**src/rtl/master_port.sv**
```systemverilog
// master_port: serial bus master. It requests the bus, shifts out a mode bit,
// a 12-bit address and (for writes) 8 data bits LSB first, or collects 8
// serial read bits. Grant loss or a read timeout aborts with an error pulse.
module master_port (
  input  logic        clk,
  input  logic        reset,
  input  logic        start,
  input  logic        rw,
  input  logic        slave_sel,
  input  logic [11:0] addr,
  input  logic [7:0]  wdata,
  output logic [7:0]  rdata,
  output logic        done,
  output logic        error,
  output logic        port_busy,
  output logic        m_request,
  output logic        m_slave_select,
  input  logic        m_grant,
  output logic        m_dout,
  output logic        m_valid,
  input  logic        m_din,
  input  logic        m_rvalid
);

  typedef enum logic [2:0] {
    IDLE, REQ, MODE, ADDR, WDATA, RWAIT, RDATA, FIN
  } state_t;

  state_t      state;
  logic [3:0]  cnt;      // bit index in ADDR/WDATA/RDATA, idle-cycle count in RWAIT
  logic        rw_q;
  logic        sel_q;
  logic [11:0] addr_q;
  logic [7:0]  wdata_q;
  logic [6:0]  rbuf;     // read bits 0..6; bit 7 goes straight into rdata
  logic        granted_phase;
  logic        abort;

  // The arbiter must hold grant from MODE to the end of RDATA; losing it there,
  // or sitting through a 16th idle RWAIT cycle, terminates the transaction.
  assign granted_phase = (state inside {MODE, ADDR, WDATA, RWAIT, RDATA});
  assign abort = granted_phase &&
                 (!m_grant || (state == RWAIT && !m_rvalid && cnt == 4'd15));

  // Transaction FSM with registered outputs: each branch sets the outputs
  // that belong to the state being entered.
  always_ff @(posedge clk or posedge reset) begin
    if (reset) begin
      // NOTE: the latched request fields and read buffer are reset too, not just
      // the control state, so nothing from an interrupted transaction survives.
      state          <= IDLE;
      cnt            <= 4'd0;
      rw_q           <= 1'b0;
      sel_q          <= 1'b0;
      addr_q         <= 12'h000;
      wdata_q        <= 8'h00;
      rbuf           <= 7'h00;
      rdata          <= 8'h00;
      done           <= 1'b0;
      error          <= 1'b0;
      port_busy      <= 1'b0;
      m_request      <= 1'b0;
      m_slave_select <= 1'b0;
      m_valid        <= 1'b0;
      m_dout         <= 1'b0;
    end else begin
      // NOTE: pulses and the serial strobe default low every cycle; only the
      // branch entering the relevant state raises them, so none can stick.
      done    <= 1'b0;
      error   <= 1'b0;
      m_valid <= 1'b0;
      m_dout  <= 1'b0;
      if (abort) begin
        state          <= IDLE;
        cnt            <= 4'd0;
        error          <= 1'b1;
        port_busy      <= 1'b0;
        m_request      <= 1'b0;
        m_slave_select <= 1'b0;
      end else begin
        case (state)
          IDLE: begin
            if (start) begin
              rw_q           <= rw;
              sel_q          <= slave_sel;
              addr_q         <= addr;
              wdata_q        <= wdata;
              cnt            <= 4'd0;
              state          <= REQ;
              port_busy      <= 1'b1;
              m_request      <= 1'b1;
              m_slave_select <= slave_sel;
            end
          end
          REQ: begin
            if (m_grant) begin
              state   <= MODE;
              m_valid <= 1'b1;
              m_dout  <= rw_q;
            end
          end
          MODE: begin
            state   <= ADDR;
            cnt     <= 4'd0;
            m_valid <= 1'b1;
            m_dout  <= addr_q[0];
          end
          ADDR: begin
            if (cnt == 4'd11) begin
              cnt <= 4'd0;
              if (rw_q) begin
                state   <= WDATA;
                m_valid <= 1'b1;
                m_dout  <= wdata_q[0];
              end else begin
                state <= RWAIT;
              end
            end else begin
              cnt     <= cnt + 4'd1;
              m_valid <= 1'b1;
              m_dout  <= addr_q[cnt + 4'd1];
            end
          end
          WDATA: begin
            if (cnt == 4'd7) begin
              state          <= FIN;
              cnt            <= 4'd0;
              done           <= 1'b1;
              m_request      <= 1'b0;
              m_slave_select <= 1'b0;
            end else begin
              cnt     <= cnt + 4'd1;
              m_valid <= 1'b1;
              m_dout  <= wdata_q[cnt[2:0] + 3'd1];
            end
          end
          RWAIT: begin
            if (m_rvalid) begin
              rbuf[0] <= m_din;
              cnt     <= 4'd1;
              state   <= RDATA;
            end else begin
              cnt <= cnt + 4'd1;
            end
          end
          RDATA: begin
            // A cycle without m_rvalid simply stalls; there is no timeout here.
            if (m_rvalid) begin
              if (cnt == 4'd7) begin
                rdata          <= {m_din, rbuf};
                state          <= FIN;
                cnt            <= 4'd0;
                done           <= 1'b1;
                m_request      <= 1'b0;
                m_slave_select <= 1'b0;
              end else begin
                rbuf[cnt[2:0]] <= m_din;
                cnt            <= cnt + 4'd1;
              end
            end
          end
          FIN: begin
            state     <= IDLE;
            port_busy <= 1'b0;
          end
          default: state <= IDLE;
        endcase
      end
    end
  end

endmodule

```
**config.mk**
```make
export PLATFORM = sky130hd
export DESIGN_NAME = master_port
export DESIGN_NICKNAME = d
export VERILOG_FILES = /design/src/rtl/master_port.sv
export SDC_FILE = /design/constraint.sdc
export NUM_CORES = 1
export LEC_CHECK = 0
export BUFFER_PORTS_ARGS = -buffer_cell sky130_fd_sc_hd__clkbuf_2
export CELL_PAD_IN_SITES_DETAIL_PLACEMENT = 1
export CELL_PAD_IN_SITES_GLOBAL_PLACEMENT = 2
export CORE_MARGIN = 8
export CORE_UTILIZATION = 40
export CTS_CLUSTER_SIZE = 20
export DETAILED_ROUTE_END_ITERATION = 10
export GPL_ROUTABILITY_DRIVEN = 0
export GPL_TIMING_DRIVEN = 0
export PLACE_DENSITY = 0.9
export SLEW_MARGIN = 30
export SYNTH_ARGS = -nofsm -noshare
export SYNTH_HDL_FRONTEND = slang
export SYNTH_SLANG_ARGS = --single-unit
```
**constraint.sdc**
```tcl
create_clock -name clk -period 6.4 [get_ports clk]
set_clock_uncertainty 0.2 [all_clocks]
set_input_delay 0.32 -clock clk [delete_from_list [all_inputs] [get_ports clk]]
set_output_delay 0.32 -clock clk [all_outputs]
set_load 0.005 [all_outputs]
```
==> results.ini <==
[die]
die_y_um=95.9
core_area_mm2=0.00628
die_w_um=95.9
rows=29
dieArea_mm2=0.00919
ios=43
start_util_pct=40.7

[sta]
drv_slew=0
fmax_mhz=414
maxSlewHeadroom_pct=58.6
tightestPinTransition_ps=621
fin_crit_sh_pct=37.7
rsz0062_at_grt=no
fin_setup_tns_ps=0
layout_min_cycle_time_ps=2410
finalHoldViolCount=0
setup-violations-final=0

[run]
drv_cap=0

[logic_synthesis]
ys_warn_count=0
ys_seq_area_share_pct=49.0
ys_seq_elements=50
ys.flop_type=dfrtp_1
synth_top_family_by_area=multiplexers
synthXorXnorAreaFrac_pct=1.03
synthSimpleGateAreaFrac_pct=16.3
synth.avg_cell_area_um2=11.8
syn_inst=216
async_flop_share_pct=100
syn-num-nets=245
synth_fa_ha_area_share_pct=0.490
synth_area_mm2=0.00255
synth_compound_area_share_pct=9.51
synthDistinctLibCells=50
synth_edf_count=0
muxShareOfSynthArea_pct=20.6

[cts]
insertion_delay_ps=300
numCtsBuffers=5
cts-root-buf=clkbuf_8
cts_tree=yes
cts.sinks=50
path_clk_slew_ps=100
cts_htree_levels=2
cts_max_path_buffers=2
post-cts-setup-buffers=0

[route]
viasPerCell=5.35
via_count=1836
drc=0
wl_mm=5.94
wl_per_cell_um=17.3
detail_route.first_pass.iterations=4
drtIter0Drc=71
antenna_left=0

[critical_path]
crit_family=simple AND/OR/NAND/NOR gates
crit_type=register to register
cpMaxStageDelayCell=dfrtp_1
critPathArrivalTime_ps=2410
path_cells=ha_1 > and3b_1 > nor4_2 > nand2b_1 > nor3b_1 > mux2_1
worstPathRequired_ps=6400
endpoint_kind=register
startpoint_type=register
cp_max_fo=7
critPathBufInv=0
crit_path_max_incr_delay_ps=420

[pwr]
leakage_nw=1.33
peakVddDrop_v=0.000180
power_density_mw_per_mm2=400

[placement]
dp_hpwl_mm=4.54
io_buffers=41

[layout]
syn2layout_area_growth_pct=16.7
antenna_cells=0
fin_nets=294
finalCoreUtilization_pct=47.5
drive_gt1_share_pct=39.8

[status]
outcome=complete, no violations

[global_routing]
grt_max_degree=51
grt_usage_pct=14.4
grt_pass1_vias=2115
grt_pass1_wl_mm=10.3
antenna_found_initial=0
overflow=0

[min_path]
worstHoldPathType=input pin to register

==> where the power goes <==
part | leakage (nW) | total [W] | internal, W | switching [W]
Clock | 0.0585 | 0.000227 | 0.000117 | 0.000110
Combinational | 0.634 | 0.000492 | 0.000246 | 0.000246
Sequential | 0.641 | 0.000474 | 0.000417 | 0.0000573
Total | 1.33 | 0.00119 | 0.000780 | 0.000413
==> worst register-to-register path: stages, from the launching register on <==
cell and delay [ps]:
dfrtp_1 420, ha_1 300, and3b_1 260, nor4_2 350
nand2b_1 150, nor3b_1 280, mux2_1 350
==> area by class of cell <==
| cell class | instances | area (µm²) |
|---|---|---|
| plain buffers | 13 | 70.1 |
| clock buffers | 5 | 68.8 |
| clock inverters | 3 | 43.8 |
| fillers | 703 | 3300 |
| inverters | 2 | 10.0 |
| multi-input cells | 151 | 1220 |
| flip-flops and latches | 50 | 1250 |
| well taps | 77 | 96.3 |
| repair buffers | 42 | 215 |
==> flip-flops by register name (all words and copies together) (netlist names) <==
signal,flops
addr_q,12
rdata,8
wdata_q,8
rbuf,7
cnt,4
state,3
done,1
error,1
m_dout,1
m_request,1
m_slave_select,1
m_valid,1
port_busy,1
rw_q,1
==> Yosys cell counts, drive strengths merged, types with 2 or more instances <==
cell type | n | share of area (%)
nor3b | 4 | 1.2
mux2i | 2 | 0.78
nor2 | 10 | 1.6
mux4 | 5 | 4.4
nand2b | 6 | 1.5
o21ai | 12 | 2.8
dfrtp | 50 | 49
xor2 | 2 | 0.69
nand2 | 20 | 3.0
and3b | 3 | 1.0
o32a | 2 | 0.78
nand3b | 3 | 0.88
clkbuf | 6 | 0.88
a31oi | 3 | 0.74
mux2 | 35 | 15
buf | 7 | 1.9
a21oi | 7 | 1.5
nor2b | 4 | 0.98
inv | 2 | 0.29
nor3 | 4 | 0.78
nand3 | 6 | 1.2
nor4 | 2 | 0.74
==> timing repair <==
action / CTS / global route
hold buffers: 1 / 0
setup endpoints to repair: 0 / 0
endpoints found under the hold margin: 50 / 0
gates resized for setup: 0 / 0
==> through the flow <==
stage | setup WS, ps | area, µm² | power (W) | hold WS, ps | cells
after floorplan | 4250 | 2550 | 0.000846 | 233 | 216
after global placement | 4010 | 2850 | 0.000957 | 270 | 334
after detailed placement | 4010 | 2860 | 0.000979 | 245 | 334
after CTS | 3990 | 2980 | 0.00121 | 8.94 | 343
after global routing | 3830 | 2980 | 0.00128 | 12.2 | 343
final | 3990 | 2980 | 0.00119 | 12.4 | 343
==> cells by family after synthesis <==
kind of cell | count (synthesis)
flops | 50
mux | 42
fa+ha+maj | 1
buf+inv | 15
simple gates | 71
compound gates | 34
xor+xnor | 3
==> layout by cell type (no fill, tap or decap), drive strengths merged, types with 5 or more instances in the layout <==
cell,n
nand2,20
mux4,5
clkbuf,52
nand3,6
a21oi,7
dfrtp,50
nor2,10
mux2,35
nand2b,6
buf,7
o21ai,12
==> metal layers <==
| metal | vias up | global-route usage, % | routed length [µm] |
|---|---|---|---|
| met3 | 6 | 3.04 | 227 |
| met2 | 33 | 24.6 | 2990 |
| met1 | 909 | 17.7 | 2650 |
| met4 | 0 | 4.87 | 64 |
| met5 | - | 0 | 0 |
| li1 | 888 | - | - |
==> path summary, 6_finish.rpt <==
check | from | to | slack [ps] | depth (start not counted)
setup / recovery | cnt[0] | rbuf[4] | 3990 | 6
hold / removal | slave_sel | m_slave_select | 10 | 3
setup reg to reg | cnt[0] | rbuf[4] | 3990 | 6
hold reg to reg | rbuf[5] | rbuf[5] | 290 | 1
max in group asynchronous | reset | m_request | 5150 | 3
min in group asynchronous | reset | addr_q[6] | 430 | 3
Note: power is estimated with default switching activity, not from simulation.
